--- src/rtl/triagem_pkg.sv ---
// Shared constants for the sorting controller: material codes, FSM states and gate indices.
package triagem_pkg;

  localparam logic [1:0] MAT_UNKNOWN = 2'b00;
  localparam logic [1:0] MAT_PLASTIC = 2'b01;
  localparam logic [1:0] MAT_METAL   = 2'b10;
  localparam logic [1:0] MAT_PAPER   = 2'b11;

  localparam int unsigned GATE_PLASTIC = 0;
  localparam int unsigned GATE_METAL   = 1;
  localparam int unsigned GATE_PAPER   = 2;

  typedef enum logic [2:0] {
    StIdle      = 3'd0,
    StSample    = 3'd1,
    StSort      = 3'd2,
    StReject    = 3'd3,
    StWaitClear = 3'd4
  } state_t;

  function automatic logic [2:0] gate_for(input logic [1:0] mat);
    logic [2:0] g;
    g = '0;
    case (mat)
      MAT_PLASTIC: g[GATE_PLASTIC] = 1'b1;
      MAT_METAL:   g[GATE_METAL]   = 1'b1;
      MAT_PAPER:   g[GATE_PAPER]   = 1'b1;
      default:     g = '0;
    endcase
    return g;
  endfunction

endpackage

--- src/rtl/contador_saturado.sv ---
// Unsigned up-counter that holds at its maximum value instead of wrapping.
module contador_saturado #(
  parameter int unsigned CNT_WIDTH = 8
) (
  input  logic                 clock,
  input  logic                 reset,
  input  logic                 inc,
  output logic [CNT_WIDTH-1:0] value
);

  always_ff @(posedge clock or posedge reset) begin
    if (reset) begin
      value <= '0;
    end else if (inc && (value != '1)) begin
      value <= value + 1'b1;
    end
  end

endmodule

--- src/rtl/controle_triagem.sv ---
// Sorting controller: classifies an item within the timeout window, opens a bin gate or
// rejects, keeps saturating tallies and owns the external timeout counter's clear.
module controle_triagem
  import triagem_pkg::*;
#(
  parameter int unsigned CNT_WIDTH = 8,
  parameter int unsigned MAT_WIDTH = 2
) (
  input  logic                 clock,
  input  logic                 reset,
  input  logic                 item_present,
  input  logic                 sensor_valid,
  input  logic [MAT_WIDTH-1:0] material,
  input  logic                 timeout,
  output logic                 timer_clear,
  output logic [2:0]           gate,
  output logic                 reject,
  output logic                 busy,
  output logic [CNT_WIDTH-1:0] cnt_plastic,
  output logic [CNT_WIDTH-1:0] cnt_metal,
  output logic [CNT_WIDTH-1:0] cnt_paper,
  output logic [CNT_WIDTH-1:0] cnt_reject
);

  state_t     state_q, state_d;
  logic [1:0] mat_q, mat_d;
  logic [2:0] gate_d;
  logic       reject_d, busy_d, timer_clear_d;

  always_comb begin
    state_d = state_q;
    mat_d   = mat_q;
    unique case (state_q)
      StIdle: begin
        if (item_present) state_d = StSample;
      end
      StSample: begin
        // A known code beats a simultaneous timeout or departure.
        if (sensor_valid && (material != MAT_UNKNOWN)) begin
          state_d = StSort;
          mat_d   = material;
        end else if (timeout || !item_present) begin
          state_d = StReject;
        end
      end
      StSort, StReject: state_d = StWaitClear;
      StWaitClear: begin
        if (!item_present) state_d = StIdle;
      end
      default: state_d = StIdle;
    endcase

    // Outputs are computed from the next state so the registers track the state register.
    timer_clear_d = (state_d == StIdle) || (state_d == StWaitClear);
    gate_d        = (state_d == StSort) ? gate_for(mat_d) : 3'b000;
    reject_d      = (state_d == StReject);
    busy_d        = (state_d != StIdle);
  end

  always_ff @(posedge clock or posedge reset) begin
    if (reset) begin
      state_q     <= StIdle;
      mat_q       <= MAT_UNKNOWN;
      timer_clear <= 1'b1;
      gate        <= 3'b000;
      reject      <= 1'b0;
      busy        <= 1'b0;
    end else begin
      state_q     <= state_d;
      mat_q       <= mat_d;
      timer_clear <= timer_clear_d;
      gate        <= gate_d;
      reject      <= reject_d;
      busy        <= busy_d;
    end
  end

  // Gate and reject are high for exactly the SORT/REJECT cycle, so they double as increments.
  contador_saturado #(.CNT_WIDTH(CNT_WIDTH)) u_cnt_plastic (
    .clock (clock),
    .reset (reset),
    .inc   (gate[GATE_PLASTIC]),
    .value (cnt_plastic)
  );

  contador_saturado #(.CNT_WIDTH(CNT_WIDTH)) u_cnt_metal (
    .clock (clock),
    .reset (reset),
    .inc   (gate[GATE_METAL]),
    .value (cnt_metal)
  );

  contador_saturado #(.CNT_WIDTH(CNT_WIDTH)) u_cnt_paper (
    .clock (clock),
    .reset (reset),
    .inc   (gate[GATE_PAPER]),
    .value (cnt_paper)
  );

  contador_saturado #(.CNT_WIDTH(CNT_WIDTH)) u_cnt_reject (
    .clock (clock),
    .reset (reset),
    .inc   (reject),
    .value (cnt_reject)
  );

endmodule
--- config.mk ---
export PLATFORM = sky130hd
export DESIGN_NAME = controle_triagem
export DESIGN_NICKNAME = d
export VERILOG_FILES = /design/src/rtl/triagem_pkg.sv /design/src/rtl/contador_saturado.sv /design/src/rtl/controle_triagem.sv
export SDC_FILE = /design/constraint.sdc
export NUM_CORES = 1
export LEC_CHECK = 0
export BUFFER_PORTS_ARGS = -buffer_cell sky130_fd_sc_hd__buf_2
export CORE_UTILIZATION = 40
export CTS_CLUSTER_SIZE = 20
export DETAILED_ROUTE_END_ITERATION = 10
export PLACE_DENSITY = 0.62
export SETUP_SLACK_MARGIN = 0.15
export SYNTH_ARGS = -nofsm -noshare
export SYNTH_HDL_FRONTEND = slang
export SYNTH_SLANG_ARGS = --single-unit
--- constraint.sdc ---
create_clock -name clock -period 1.86 [get_ports clock]
set_input_delay 0.093 -clock clock [delete_from_list [all_inputs] [get_ports clock]]
set_output_delay 0.093 -clock clock [all_outputs]
set_load 0.02 [all_outputs]
# Word level (Yosys, flattened, before mapping)
# Index checks and enable logic that the tools add are counted.
[word_totals]
regBits = 43
in_bits = 7
[classes]
addsub = 4
reduce_logical = 13
n_mux = 11
eq_ne = 14
[ops]
columns = ["cell", "count"]
rows = [
  ["8-bit by 1-bit adder with 8-bit output, second input constant", 4],
  ["8-bit != test, second input constant", 4],
  ["3-bit two-way mux", 5],
  ["3-bit by 2-bit equality test with 1-bit output, second input constant", 4],
  ["3-bit case mux with 4 select lines", 1],
  ["3-bit equality test, second input constant", 2],
  ["3-bit logical NOT", 2],
  ["1-bit logical AND", 5],
  ["2-bit equality test, second input constant", 2],
  ["2-bit two-way mux", 2],
  ["3-bit by 1-bit equality test with 1-bit output, second input constant", 1],
  ["1-bit two-way mux", 3],
  ["3-bit nonzero test", 1],
  ["2-bit by 1-bit equality test with 1-bit output, second input constant", 1],
  ["1-bit logical OR", 2],
  ["2-bit nonzero test", 1],
  ["2-bit OR reduction", 1],
  ["1-bit logical NOT", 1],
]

# Longest topological paths before layout
[logic_depth]
word_depth = 7
ltp_mapped = 5
ltp_nobuf = 5

# Modules after synthesis
# A second synthesis with hierarchy kept.
[unflattened]
hier_cells = 180
hier_area_um2 = 2021.9
[modules_own_cells]
columns = ["mod", "cells_per_inst", "area_each_um2", "n_inst"]
rows = [
  ["contador_saturado", 38, 419.2, 4],
  ["controle_triagem", 28, 345.3, 1],
]

# Worst setup path before layout
# OpenSTA, ideal clock, no wires.
[synth_path]
path_type = "register to register"
startpoint = "register u_cnt_reject.value[0]"
endpoint = "register u_cnt_reject.value[1]"
setup_slack_ns = 0.328
path_buffers = 0
synth_period_minus_slack_ns = 1.532
setup_ns = 0.125
t_required_ns = 1.735
t_arrival_ns = 1.408
path_stages_with_launch = 6
path_cell_list = "dfrtp_1 ha_1 and2_2 nand4_1 nand2_1 mux2_2"
[synth_via]
elab_chain_cells = 2
word_cells_on_any_way = 3
cone_classes = "add/sub (1); eq/ne (1); reduce/logical (1)"
[synth_rtl]
columns = ["element", "line_no", "source"]
rows = [
  ["start: declaration", "contador_saturado.sv:8", "output logic [CNT_WIDTH-1:0] value"],
  ["start signal: assignment", "contador_saturado.sv:15", "value <= value + 1'b1;"],
  ["parallel branches: the longest is 2 deep, another holds 8-bit by 1-bit adder with 8-bit output", "-", ""],
]
# Parallel ways; which one is timed is not known.
# A chain may end at the register's enable or synchronous reset.

# Final worst setup path
[layout_path]
startpoint = "register u_cnt_plastic.value[0]"
endpoint = "register u_cnt_plastic.value[1]"
[layout_via]
elab_chain_cells = 2
word_cells_on_any_way = 3
cone_classes = "add/sub (1); eq/ne (1); reduce/logical (1)"
[layout_rtl]
columns = ["element", "line_no"]
rows = [
  ["start: declaration", "contador_saturado.sv:8"],
  ["start signal: assignment", "contador_saturado.sv:15"],
  ["parallel branches: the longest is 2 deep, another holds 8-bit by 1-bit adder with 8-bit output", "-"],
]
# Parallel ways; which one is timed is not known.

==> impl_metrics.yaml <==
outcome:
  status: "finished, violations left"
  violations: "DRC"
pwr:
  ir_drop_v: 0.000868
  power_mw: 2.93
  cellPowerDensity_mw_per_mm2: 1270
  leakagePower_nw: 1.13
floorplan:
  die_x_um: 70.5
  start_util: 0.422
  dieArea_mm2: 0.00497
  num_rows: 24
  ios: 45
  core_area_mm2: 0.00444
  die-height_um: 70.5
clocking:
  post-cts-setup-buffers: 0
  cts_resized: 0
  cts_buffers: 5
  htree_levels: 2
  clkLatencyLatePin_ns: 0.29
  clock_path_buffers: 2
  cts_tree: "yes"
  root_buffer: "clkbuf_8"
  clock-sinks: 41
  clk_pin_slew_ns: 0.08
worst_setup_path:
  cp_num_cells: 5
  worst_r2r_endpoint: "u_cnt_plastic.value[1]"
  slowest_delay_ns: 0.40
  path_cells: "ha_1 > nand3_1 > nand2b_1 > nand2_1 > mux2_2"
  start_kind: "flip-flop"
  crit_type: "reg -> reg"
  worstSetupEndpointType: "flip-flop"
  critPathArrivalTime_ns: 1.66
  critPathLaunch: "u_cnt_plastic.value[0]"
  rrSetupSlack_ns: 0.38
  ff2ff_path_depth: 5
  path_buf_inv: 0
  critPathCapture: "u_cnt_plastic.value[1]"
  critPathTopFamily: "flip-flops"
  cp_slowest_cell: "dfrtp_1"
  rr_startpoint: "u_cnt_plastic.value[0]"
  cp_max_fo: 5
  cp_data_required_time_ns: 2.04
grt:
  grt.total_usage: 0.144
  gr-total-overflow: 0
  antenna_found_initial: 0
  grt_max_degree: 42
  first_global_vias: 1264
  grt_pass1_wl_mm: 5.63
cells_and_area:
  n_antenna_cell: 0
  nFillCells: 429
  drive_gt1_frac: 0.289
  seqCellArea_mm2: 0.00103
  area_growth_pct: 22.6
  final_area_mm2: 0.00230
  nNetsFinal: 238
  multiInputGateArea_um2: 805
drt:
  wl_mm: 3.36
  wl_per_cell_um: 12.0
  vias_per_cell: 5.16
  ant_nets: 0
  dr.pass1.iters: 9
  drc_errors: 6
  drt_iter0_markers: 83
  vias: 1446
timing:
  finalSetupViolations: 0
  holdWs_ns: 0.0120
  slew_viol_final: 0
  hold_viol_final: 0
  fin_crit_sh: 0.797
  rsz0062_at_grt: "false"
  period_minus_slack_ns: 1.48
  clock_skew_ns: 0.00712
  tns_ns: 0
  max_slew.worst_pin.slew_ns: 0.530
  max-slew-margin-rel: 0.647
  fmax_mhz: 674
placement:
  numPortBuffers: 44
  gp_congestion: 0.754
  post-dp-hpwl_mm: 2.38
  dpl-instance-area_mm2: 0.00215
synthesis:
  syn_avg_cell_area_um2: 10.7
  synth_area_mm2: 0.00188
  synth_warnings: 0
  synth.distinct_cells: 30
  syn_inst: 176
  ys_ff_latch: 41
  synth_nets: 187
  yosysSeqAreaShare: 0.547
job:
  max_cap_violations: 0
worst_hold_path:
  hold_depth: 2
  hold_path_class: "in -> reg"
==> layout by cell type, fill, tap and decap left out, types with 3 or more instances in the layout <==
| cell type | n |
|---|---|
| buf_2 | 44 |
| dfrtp_1 | 40 |
| a21oi_1 | 17 |
| nand3_1 | 15 |
| nand2_1 | 14 |
| nor2_1 | 13 |
| xnor2_1 | 9 |
| nand4_1 | 8 |
| and3_1 | 6 |
| mux2_2 | 6 |
| inv_1 | 6 |
| a31oi_1 | 5 |
| and4_1 | 5 |
| clkbuf_8 | 5 |
| ha_1 | 4 |
| mux2i_1 | 3 |
| o21ai_0 | 3 |
| o21a_1 | 3 |
| nor3_1 | 3 |
==> power by group <==
part	leakage [nW]	switching, mW	internal, mW
Combinational	0.520	0.475	0.313
Sequential	0.542	0.213	1.10
Clock	0.0681	0.293	0.533
Total	1.13	0.981	1.95
==> metrics by stage <==
stage	setup WS, ns	util	instances
final	0.377	0.518	280
after CTS	0.367	0.518	280
after global routing	0.270	0.518	280
after global placement	0.403	0.483	270
after floorplan	0.328	-	176
after detailed placement	0.379	0.483	270
==> cell usage after synthesis <==
master     n  share of area
a31oi_1    5          0.017
nor3_1     3         0.0080
mux2_4     1         0.0080
o21a_1     3          0.012
mux2_2     6          0.036
dfstp_2    1          0.014
and2_1     2         0.0067
dfrtp_1   40           0.53
xnor2_1    9          0.042
nand2b_1   1         0.0033
and3_1     6          0.020
nand4_1    8          0.027
buf_4      3          0.012
nand2_1   14          0.028
mux2i_1    3          0.016
nor2_1    13          0.026
and3_4     1         0.0060
and3_2     1         0.0040
nand3b_1   1         0.0040
ha_1       4          0.027
nor2b_1    1         0.0033
nand3_1   15          0.040
a21oi_1   17          0.045
and4_1     5          0.023
and2_2     1         0.0040
nand3_2    1         0.0053
o21ai_0    3         0.0080
or3b_1     1         0.0047
o21ai_2    1         0.0047
inv_1      6          0.012
==> sequential cells by signal, indices dropped and copies added (netlist names) <==
name and count:
timer_clear 1, state_q 3, u_cnt_paper.value 8, gate 3
reject 1, busy 1, u_cnt_metal.value 8, u_cnt_plastic.value 8
u_cnt_reject.value 8
==> repair_timing <==
action	in CTS	in global routing
hold endpoints to repair	41	0
hold buffers	2	0
setup endpoints to repair	0	0
==> how the worst min path moves through the flow <==
| stage | from | to | slack [ns] |
|---|---|---|---|
| 2_1_floorplan | material[1] | gate[0] | 0.16 |
| 3_3_place_gp | reset | u_cnt_paper.value[4] | 0.25 |
| 3_5_place_dp | reset | u_cnt_paper.value[0] | 0.26 |
| 4_1_cts | material[0] | gate[1] | 0.0004 |
| 5_1_grt | material[0] | gate[1] | 0.01 |
| 6_report | material[0] | gate[1] | 0.01 |
==> worst register-to-register path, stage by stage (launching register included) <==
cell      delay, ns
dfrtp_1        0.40
ha_1           0.26
nand3_1        0.12
nand2b_1       0.16
nand2_1        0.10
mux2_2         0.33
==> cells by family (layout without fill, tap and decap cells) <==
| family | after synthesis | count (layout) | share of synthesized area |
|---|---|---|---|
| AND/OR/NAND/NOR | 74 | 74 | 0.213 |
| AO/OA/AOI/OAI | 29 | 29 | 0.0867 |
| multiplexers | 10 | 10 | 0.0600 |
| adder cells (fa/ha/maj) | 4 | 4 | 0.0267 |
| flip-flops | 41 | 41 | 0.547 |
| buffers and inverters | 9 | 61 | 0.0240 |
| XOR/XNOR | 9 | 9 | 0.0420 |
==> final cells by class <==
class	count	share of cell area
Clock buffer	5	0.0299
Tap cell	52	0.0283
Inverter	6	0.00979
Clock inverter	3	0.0283
Timing Repair Buffer	47	0.108
Sequential cell	41	0.446
Multi-Input combinational cell	126	0.350
==> routing by layer <==
metal / global-route usage / vias to the layer above / wire, um
li1: - / 733 / -
met3: 0.0390 / 6 / 152
met4: 0.0612 / 0 / 46
met5: 0 / - / 0
met1: 0.201 / 672 / 1720
met2: 0.211 / 35 / 1440
Note: power is estimated with default switching activity, not from simulation.
